**config.mk**
```make
export PLATFORM = sky130hd
export DESIGN_NAME = row_render_pipe_flat
export DESIGN_NICKNAME = d
export VERILOG_FILES = /design/src/rtl/raybox_pkg.sv /design/src/rtl/row_render_pipe_if.sv /design/src/rtl/wall_tex.sv /design/src/rtl/row_render_pipe.sv /design/src/flat_wrapper.sv
export SDC_FILE = /design/constraint.sdc
export NUM_CORES = 1
export LEC_CHECK = 0
export ABC_AREA = 1
export CORE_ASPECT_RATIO = 0.5
export CORE_MARGIN = 4
export CORE_UTILIZATION = 25
export DETAILED_ROUTE_END_ITERATION = 8
export REMOVE_ABC_BUFFERS = 1
export SKIP_CTS_REPAIR_TIMING = 1
export SLEW_MARGIN = 20
export SYNTH_ARGS = -nofsm -noshare
export SYNTH_HDL_FRONTEND = slang
export SYNTH_SLANG_ARGS = --single-unit
```
**constraint.sdc**
```tcl
create_clock -name clk -period 2.19 [get_ports clk]
set_clock_uncertainty 0.05 [all_clocks]
set_input_delay 0.438 -clock clk [delete_from_list [all_inputs] [get_ports clk]]
set_output_delay 0.438 -clock clk [all_outputs]
set_load 0.02 [all_outputs]
```
**src/rtl/raybox_pkg.sv**
```systemverilog
// Shared raybox types: wall IDs, 6-bit BBGGRR colour constants and the
// saturating per-channel dim helper.
package raybox_pkg;

    localparam logic [1:0] WALL_RED   = 2'd0;
    localparam logic [1:0] WALL_XOR   = 2'd1;
    localparam logic [1:0] WALL_BRICK = 2'd2;
    localparam logic [1:0] WALL_PANEL = 2'd3;

    localparam logic [5:0] COL_BLACK     = 6'b00_00_00;
    localparam logic [5:0] COL_RED_LT    = 6'b00_00_11;
    localparam logic [5:0] COL_RED_DK    = 6'b00_00_10;
    localparam logic [5:0] COL_GREY_LT   = 6'b10_10_10;
    localparam logic [5:0] COL_GREY_DK   = 6'b01_01_01;
    localparam logic [5:0] COL_SHEEN_LT  = 6'b11_01_00;
    localparam logic [5:0] COL_SHEEN_DK  = 6'b11_00_00;
    localparam logic [5:0] COL_SHADE_LT  = 6'b01_00_00;
    localparam logic [5:0] COL_BRICK_LT  = 6'b11_00_00;
    localparam logic [5:0] COL_BRICK_DK  = 6'b10_00_00;
    localparam logic [5:0] COL_BEVHI_LT  = 6'b11_01_11;
    localparam logic [5:0] COL_BEVHI_DK  = 6'b10_00_10;
    localparam logic [5:0] COL_BEVLO_LT  = 6'b10_00_10;
    localparam logic [5:0] COL_BEVLO_DK  = 6'b01_00_01;
    localparam logic [5:0] COL_PANEL_LT  = 6'b10_00_11;
    localparam logic [5:0] COL_PANEL_DK  = 6'b01_00_10;

    function automatic logic [5:0] rgb_dim(input logic [5:0] rgb, input logic [1:0] dim);
        logic [5:0] r;
        r = '0;
        for (int c = 0; c < 3; c++)
            r[c*2 +: 2] = (rgb[c*2 +: 2] > dim) ? rgb[c*2 +: 2] - dim : 2'd0;
        return r;
    endfunction

endpackage

```
**src/rtl/row_render_pipe_if.sv**
```systemverilog
// Column-parameter, pixel and result signals between the tracer and the row pipe.
interface row_render_pipe_if #(
    parameter int TEX_BITS  = 6,
    parameter int SIZE_BITS = 11
);
    logic                 load;
    logic [1:0]           wall;
    logic                 side;
    logic [SIZE_BITS-1:0] size;
    logic [TEX_BITS-1:0]  texu;
    logic                 vinf;
    logic [TEX_BITS-1:0]  leak;
    logic [1:0]           dim;
    logic                 in_valid;
    logic [9:0]           hpos;
    logic [TEX_BITS-1:0]  texv;
    logic                 out_valid;
    logic                 hit;
    logic [5:0]           rgb;

    modport master (output load, wall, side, size, texu, vinf, leak, dim, in_valid, hpos, texv,
                    input  out_valid, hit, rgb);
    modport slave  (input  load, wall, side, size, texu, vinf, leak, dim, in_valid, hpos, texv,
                    output out_valid, hit, rgb);
endinterface

```
**src/rtl/wall_tex.sv**
```systemverilog
// Procedural wall textures: maps (wall, side, u, v) low bits to an undimmed colour.
module wall_tex
    import raybox_pkg::*;
(
    input  logic [1:0] wall,
    input  logic       side,
    input  logic [4:0] u,
    input  logic [4:0] v,
    output logic [5:0] rgb
);
    logic mortar, bev_hi, bev_lo;

    always_comb begin
        mortar = ((u == 5'd6) && !v[3]) || ((u == 5'd24) && v[3]);
        bev_hi = (u[3:1] == 3'd0) || (v[3:1] == 3'd7);
        bev_lo = (u[3:1] == 3'd7) || (v[3:1] == 3'd0);
        rgb    = COL_BLACK;
        unique case (wall)
            WALL_RED:   rgb = side ? COL_RED_LT : COL_RED_DK;
            WALL_XOR:   rgb = {u[0], side, u[2], side, u[4], side} ^ {v[0], 1'b0, v[2], 1'b0, v[4], 1'b0};
            WALL_BRICK: begin
                if (mortar)                rgb = side ? COL_GREY_LT : COL_GREY_DK;
                else if (v[2:0] == 3'd0)   rgb = side ? (u[0] ? COL_GREY_DK : COL_GREY_LT)
                                                      : (u[0] ? COL_BLACK   : COL_GREY_DK);
                else if (v[2:0] == 3'd7)   rgb = side ? COL_SHEEN_LT : COL_SHEEN_DK;
                else if (v[2:0] == 3'd1)   rgb = side ? COL_SHADE_LT : COL_BLACK;
                else                       rgb = side ? COL_BRICK_LT : COL_BRICK_DK;
            end
            default: begin
                if (bev_hi)      rgb = side ? COL_BEVHI_LT : COL_BEVHI_DK;
                else if (bev_lo) rgb = side ? COL_BEVLO_LT : COL_BEVLO_DK;
                else             rgb = side ? COL_PANEL_LT : COL_PANEL_DK;
            end
        endcase
    end
endmodule

```
**src/rtl/row_render_pipe.sv**
```systemverilog
// Two-stage per-pixel wall renderer: stage 1 hit test + texture from latched
// column parameters, stage 2 distance dim and hit mask.
module row_render_pipe
    import raybox_pkg::*;
#(
    parameter int H_VIEW    = 640,
    parameter int TEX_BITS  = 6,
    parameter int SIZE_BITS = 11
) (
    input  logic        clk,
    input  logic        reset,
    row_render_pipe_if.slave px
);
    localparam int STAGES = 2;
    localparam int HALF   = H_VIEW / 2;
    localparam logic [SIZE_BITS:0] HALF_W = (SIZE_BITS+1)'(HALF);

    logic [1:0]           wall_q, wall_d, dim_q, dim_d;
    logic                 side_q, side_d, vinf_q, vinf_d, full_q, full_d;
    logic [4:0]           texu_q, texu_d;
    logic [TEX_BITS-1:0]  leak_q, leak_d;
    logic [SIZE_BITS:0]   span_lo_q, span_lo_d, span_hi_q, span_hi_d, size_ext;
    logic [STAGES:1]      vld_pipe_q, vld_pipe_d;
    logic                 hit1_q, hit1_d, hit2_q, hit2_d;
    logic [5:0]           rgb1_q, rgb1_d, rgb2_q, rgb2_d, tex_rgb;
    logic [1:0]           dim1_q, dim1_d;
    logic                 in_span;

    wall_tex u_tex (
        .wall (wall_q),
        .side (side_q),
        .u    (texu_q),
        .v    (px.texv[4:0]),
        .rgb  (tex_rgb)
    );

    always_comb begin
        size_ext  = {1'b0, px.size};
        wall_d    = wall_q;
        side_d    = side_q;
        texu_d    = texu_q;
        vinf_d    = vinf_q;
        leak_d    = leak_q;
        dim_d     = dim_q;
        span_lo_d = span_lo_q;
        span_hi_d = span_hi_q;
        full_d    = full_q;
        if (px.load) begin
            wall_d    = px.wall;
            side_d    = px.side;
            texu_d    = px.texu[4:0];
            vinf_d    = px.vinf;
            leak_d    = px.leak;
            dim_d     = px.dim;
            span_lo_d = (size_ext >= HALF_W) ? '0 : HALF_W - size_ext;
            span_hi_d = HALF_W + size_ext;
            full_d    = (size_ext > HALF_W);
        end

        // Pixels in the load cycle see the old parameter registers.
        in_span    = (32'(span_lo_q) <= 32'(px.hpos)) && (32'(px.hpos) <= 32'(span_hi_q));
        hit1_d     = px.in_valid && (px.texv >= leak_q) &&
                     (vinf_q || (((32'(px.hpos) < 32'(HALF)) || (px.texv != '0)) && (full_q || in_span)));
        rgb1_d     = tex_rgb;
        dim1_d     = dim_q;
        vld_pipe_d = {vld_pipe_q[STAGES-1:1], px.in_valid};

        hit2_d = vld_pipe_q[1] && hit1_q;
        rgb2_d = hit2_d ? rgb_dim(rgb1_q, dim1_q) : COL_BLACK;
    end

    always_ff @(posedge clk) begin
        if (reset) begin
            wall_q     <= WALL_RED;
            side_q     <= 1'b0;
            texu_q     <= '0;
            vinf_q     <= 1'b0;
            leak_q     <= '0;
            dim_q      <= '0;
            span_lo_q  <= HALF_W;
            span_hi_q  <= HALF_W;
            full_q     <= 1'b0;
            vld_pipe_q <= '0;
            hit1_q     <= 1'b0;
            rgb1_q     <= '0;
            dim1_q     <= '0;
            hit2_q     <= 1'b0;
            rgb2_q     <= '0;
        end else begin
            wall_q     <= wall_d;
            side_q     <= side_d;
            texu_q     <= texu_d;
            vinf_q     <= vinf_d;
            leak_q     <= leak_d;
            dim_q      <= dim_d;
            span_lo_q  <= span_lo_d;
            span_hi_q  <= span_hi_d;
            full_q     <= full_d;
            vld_pipe_q <= vld_pipe_d;
            hit1_q     <= hit1_d;
            rgb1_q     <= rgb1_d;
            dim1_q     <= dim1_d;
            hit2_q     <= hit2_d;
            rgb2_q     <= rgb2_d;
        end
    end

    assign px.out_valid = vld_pipe_q[STAGES];
    assign px.hit       = hit2_q;
    assign px.rgb       = rgb2_q;
endmodule

```
**src/flat_wrapper.sv**
```systemverilog
// flat-port wrapper written by rule: the top's interface ports become plain ports
module row_render_pipe_flat import raybox_pkg::*;
#(
    parameter int H_VIEW    = 640,
    parameter int TEX_BITS  = 6,
    parameter int SIZE_BITS = 11
)
  (clk, reset, px_load, px_wall, px_side, px_size, px_texu, px_vinf, px_leak, px_dim, px_in_valid, px_hpos, px_texv, px_out_valid, px_hit, px_rgb);
  row_render_pipe_if #(.TEX_BITS(TEX_BITS), .SIZE_BITS(SIZE_BITS)) px_i ();
  input  logic clk;
  input  logic reset;
  input wire logic [$bits(px_i.load)-1:0] px_load;
  input wire logic [$bits(px_i.wall)-1:0] px_wall;
  input wire logic [$bits(px_i.side)-1:0] px_side;
  input wire logic [$bits(px_i.size)-1:0] px_size;
  input wire logic [$bits(px_i.texu)-1:0] px_texu;
  input wire logic [$bits(px_i.vinf)-1:0] px_vinf;
  input wire logic [$bits(px_i.leak)-1:0] px_leak;
  input wire logic [$bits(px_i.dim)-1:0] px_dim;
  input wire logic [$bits(px_i.in_valid)-1:0] px_in_valid;
  input wire logic [$bits(px_i.hpos)-1:0] px_hpos;
  input wire logic [$bits(px_i.texv)-1:0] px_texv;
  output wire logic [$bits(px_i.out_valid)-1:0] px_out_valid;
  output wire logic [$bits(px_i.hit)-1:0] px_hit;
  output wire logic [$bits(px_i.rgb)-1:0] px_rgb;
  assign px_i.load = px_load;
  assign px_i.wall = px_wall;
  assign px_i.side = px_side;
  assign px_i.size = px_size;
  assign px_i.texu = px_texu;
  assign px_i.vinf = px_vinf;
  assign px_i.leak = px_leak;
  assign px_i.dim = px_dim;
  assign px_i.in_valid = px_in_valid;
  assign px_i.hpos = px_hpos;
  assign px_i.texv = px_texv;
  assign px_out_valid = px_i.out_valid;
  assign px_hit = px_i.hit;
  assign px_rgb = px_i.rgb;
  row_render_pipe #(.H_VIEW(H_VIEW), .TEX_BITS(TEX_BITS), .SIZE_BITS(SIZE_BITS)) u_core (.clk(clk), .reset(reset), .px(px_i));
endmodule
```
==> results.md <==
* Status: finished clean
* Core box area at 13030 um2
* Required @ worst endpoint at 2370 ps
* FILL cells at 1346
* Count of state elements after synthesis at 60
* Final Total Pwr at 3.330 mW
* Max Clk Rate at 534.6 MHz
* Sequential share of power at 0.354
* First-pass GRT wire length at 13830 um
* Nets at 636
* Reg2Reg Depth at 6
* Routed length per instance at 11.58 um
* Hold Startpoint: u_core.dim1_d[0]$_SDFFE_PP0P_
* Clk buf depth at 2
* Async set-reset flop share out of synthesis at 0
* CTS tree: yes
* Number of synthesized flops with an enable pin at 0
* Mapped cell area at 3427 um2
* Detailed placement HPWL at 6553 um
* Slew Limit Fails at 0
* Hold path depth at 2
* Multi-input gate area at 1837 um2
* Clock-pin slew on the worst setup and hold paths at 50 ps
* CP max FO at 6
* CTS Buf Count at 9
* Diode count at 0
* Core Rows at 29
* Final hold vios at 0
* Worst-margin pin slew at 648.4 ps
* Psw at 0.7800 mW
* Max-cap violation count at 0
* Detailed-route DRC error count at 0
* Worst hold slack at 376.4 ps
* Switch share at 0.2342
* Layout cells sized above 1 at 0.08379
* Critical Path AT at 2050 ps
* Num ports at 57
* PD cells at 714.8 nW/um2
* Clock sink total at 60
* Worst vdd ir at 416.6 uV
* Power share of the combinational group at 0.146
* CP endpoint kind: flop
* Hold Path Class: flop to flop
* Layout Area Growth over Synthesis at 35.96%
* Setup TNS at 0 ps
* Die width at 173.6 um
* Rel. slew slack at 0.5661
* Reg2Reg Setup Slack at 590 ps
* Grt ovf at 0
* Register area at 1201 um2
* Post-DRT Antenna Nets at 0
* Die height at 90.79 um
* Clock Power Share at 0.500
* Synthesis warning total at 0
* Initial Util at 0.2631
* Post-route clock period utilization at 0.8542
* CTS root buf: clkbuf_16
* Crit start category: input port
* Yosys cell types at 30
* Worst setup startpoint: px_size[0]
* Post-synth top flop: dfxtp_1
* Placer congestion estimate at 0.8651
* H-tree depth at 3
* Sequential share of the synthesized area at 0.3505
* Leak at 2.187 nW
* Vias per cell at 4.245
* Die ar. at 15760 um2
* DP Area at 4308 um2
* Most common cell after layout, fill and taps aside: nand2_1
* Antenna violations before repair at 0
* Reg-to-Reg Start: u_core.texu_q[2]$_SDFFE_PP0P_
* Setup violations, final at 0
* Vias in the first global route at 3009
* Iteration-0 DRC Markers at 122
* Port-buffer cells at 55
* Critical setup path kind: input port to flop
* Commonest non-fill, non-tap cells in the layout: nand2_1, inv_1, dfxtp_1
* Largest net degree at the start of global routing at 43
* Mapped Avg Cell Area at 7.276 um2
* Worst slack, placed at -34.32 ps
* Drt total wl at 8325 um
* Hold-critical path endpoint: u_core.dim1_q[0]$_SDFF_PP0_
* DRT Pass-1 Iters at 4
* Fin area at 4659 um2
* Final Critical Period at 1871 ps
* Worst-Skew Late Latency at 330 ps
* PnR worst setup slack at 319.3 ps
* Synthesized instance count at 471
* RSZ-0062 raised after global routing: false
* Tot GR Track Use at 0.1088
* FF-to-FF End: u_core.rgb1_q[0]$_SDFF_PP0_
* Vias at 3052
* Int Power at 2.550 mW
worst max path at each step:
| stage | endpoint | slack [ps] |
|---|---|---|
| 3_3_place_gp | u_core.hit1_q$_SDFF_PP0_ | -30 |
| 5_1_grt | u_core.hit1_q$_SDFF_PP0_ | 150 |
| 2_1_floorplan | u_core.span_lo_q[11]$_SDFFE_PP0P_ | 590 |
| 4_1_cts | u_core.hit1_q$_SDFF_PP0_ | 310 |
| 3_5_place_dp | u_core.hit1_q$_SDFF_PP0_ | -30 |
| 6_report | u_core.span_lo_q[11]$_SDFFE_PP0P_ | 320 |
cell usage after synthesis (2+ instances only):
cell,number,area [um2]
a31oi_1,4,25.02
fa_1,3,60.06
nor2_2,2,12.51
nand3_1,13,65.06
clkbuf_1,10,37.54
xor2_1,3,26.28
nand3_2,2,20.02
a21oi_1,46,230.2
nor3_1,6,30.03
nand4_1,9,56.30
inv_1,90,337.8
nand2_2,2,12.51
nor2_1,32,120.1
ha_1,40,500.5
o21ai_0,43,215.2
nand2_1,91,341.6
dfxtp_1,60,1201
o211ai_1,3,22.52
sequential cells by signal, summed over array words and instances, names as in the netlist:
register           count
u_core.span_lo_q      12
u_core.vld_pipe_q      2
u_core.wall_q          2
u_core.hit1_q          1
u_core.px.rgb          6
u_core.span_hi_q      12
u_core.full_q          1
u_core.rgb1_q          6
u_core.dim1_d          2
u_core.px.hit          1
u_core.dim1_q          2
u_core.texu_q          5
u_core.side_q          1
u_core.vinf_q          1
u_core.leak_q          6
kinds of logic after synthesis:
group	count (synthesis)	synth area share
compound gates	103	0.1621
simple gates	160	0.2026
buf+inv	102	0.1135
fa+ha+maj	43	0.1636
xor+xnor	3	0.007668
flops	60	0.3505
metal layers:
layer | vias up | track usage | share of wire | wire [um]
met4 | 0 | 0.04016 | 0.015 | 126
met2 | 35 | 0.1885 | 0.49 | 4077
li1 | 1669 | - | - | -
met1 | 1337 | 0.1248 | 0.45 | 3718
met5 | - | 0 | 0 | 0
met3 | 11 | 0.03764 | 0.048 | 402
through the flow:
step                cells  utilization
floorplan             460            -
global placement      703       0.3307
detailed placement    703       0.3307
CTS                   719       0.3577
global route          719       0.3577
finish                719       0.3577
worst max-delay path, stage by stage:
cell and delay [ps]:
clkdlybuf4s50_1 430, inv_1 90, ha_1 160, inv_1 50, nor2_2 120, nand2_2 110
nor2_1 120, nand4_1 140, nand3_4 160, clkinv_4 90, nand3_2 80, nand2_1 50
power groups by stage:
stage	clock, mW	combinational (mW)	sequential (mW)
4_1_cts	1.71	0.494	1.18
2_1_floorplan	0	0.264	1.20
5_1_grt	1.74	0.564	1.19
3_3_place_gp	0	0.479	1.20
3_5_place_dp	0	0.492	1.20
6_report	1.66	0.486	1.18
area by class of cell:
| cell class | instances | area share |
|---|---|---|
| Multi-Input combinational cell | 309 | 0.3942 |
| Clock inverter | 4 | 0.02041 |
| Clock buffer | 12 | 0.05505 |
| Tap cell | 170 | 0.04565 |
| Sequential cell | 60 | 0.2578 |
| Inverter | 91 | 0.07438 |
| Timing Repair Buffer | 73 | 0.1525 |
No activity file was read; power rests on OpenSTA's default activity.
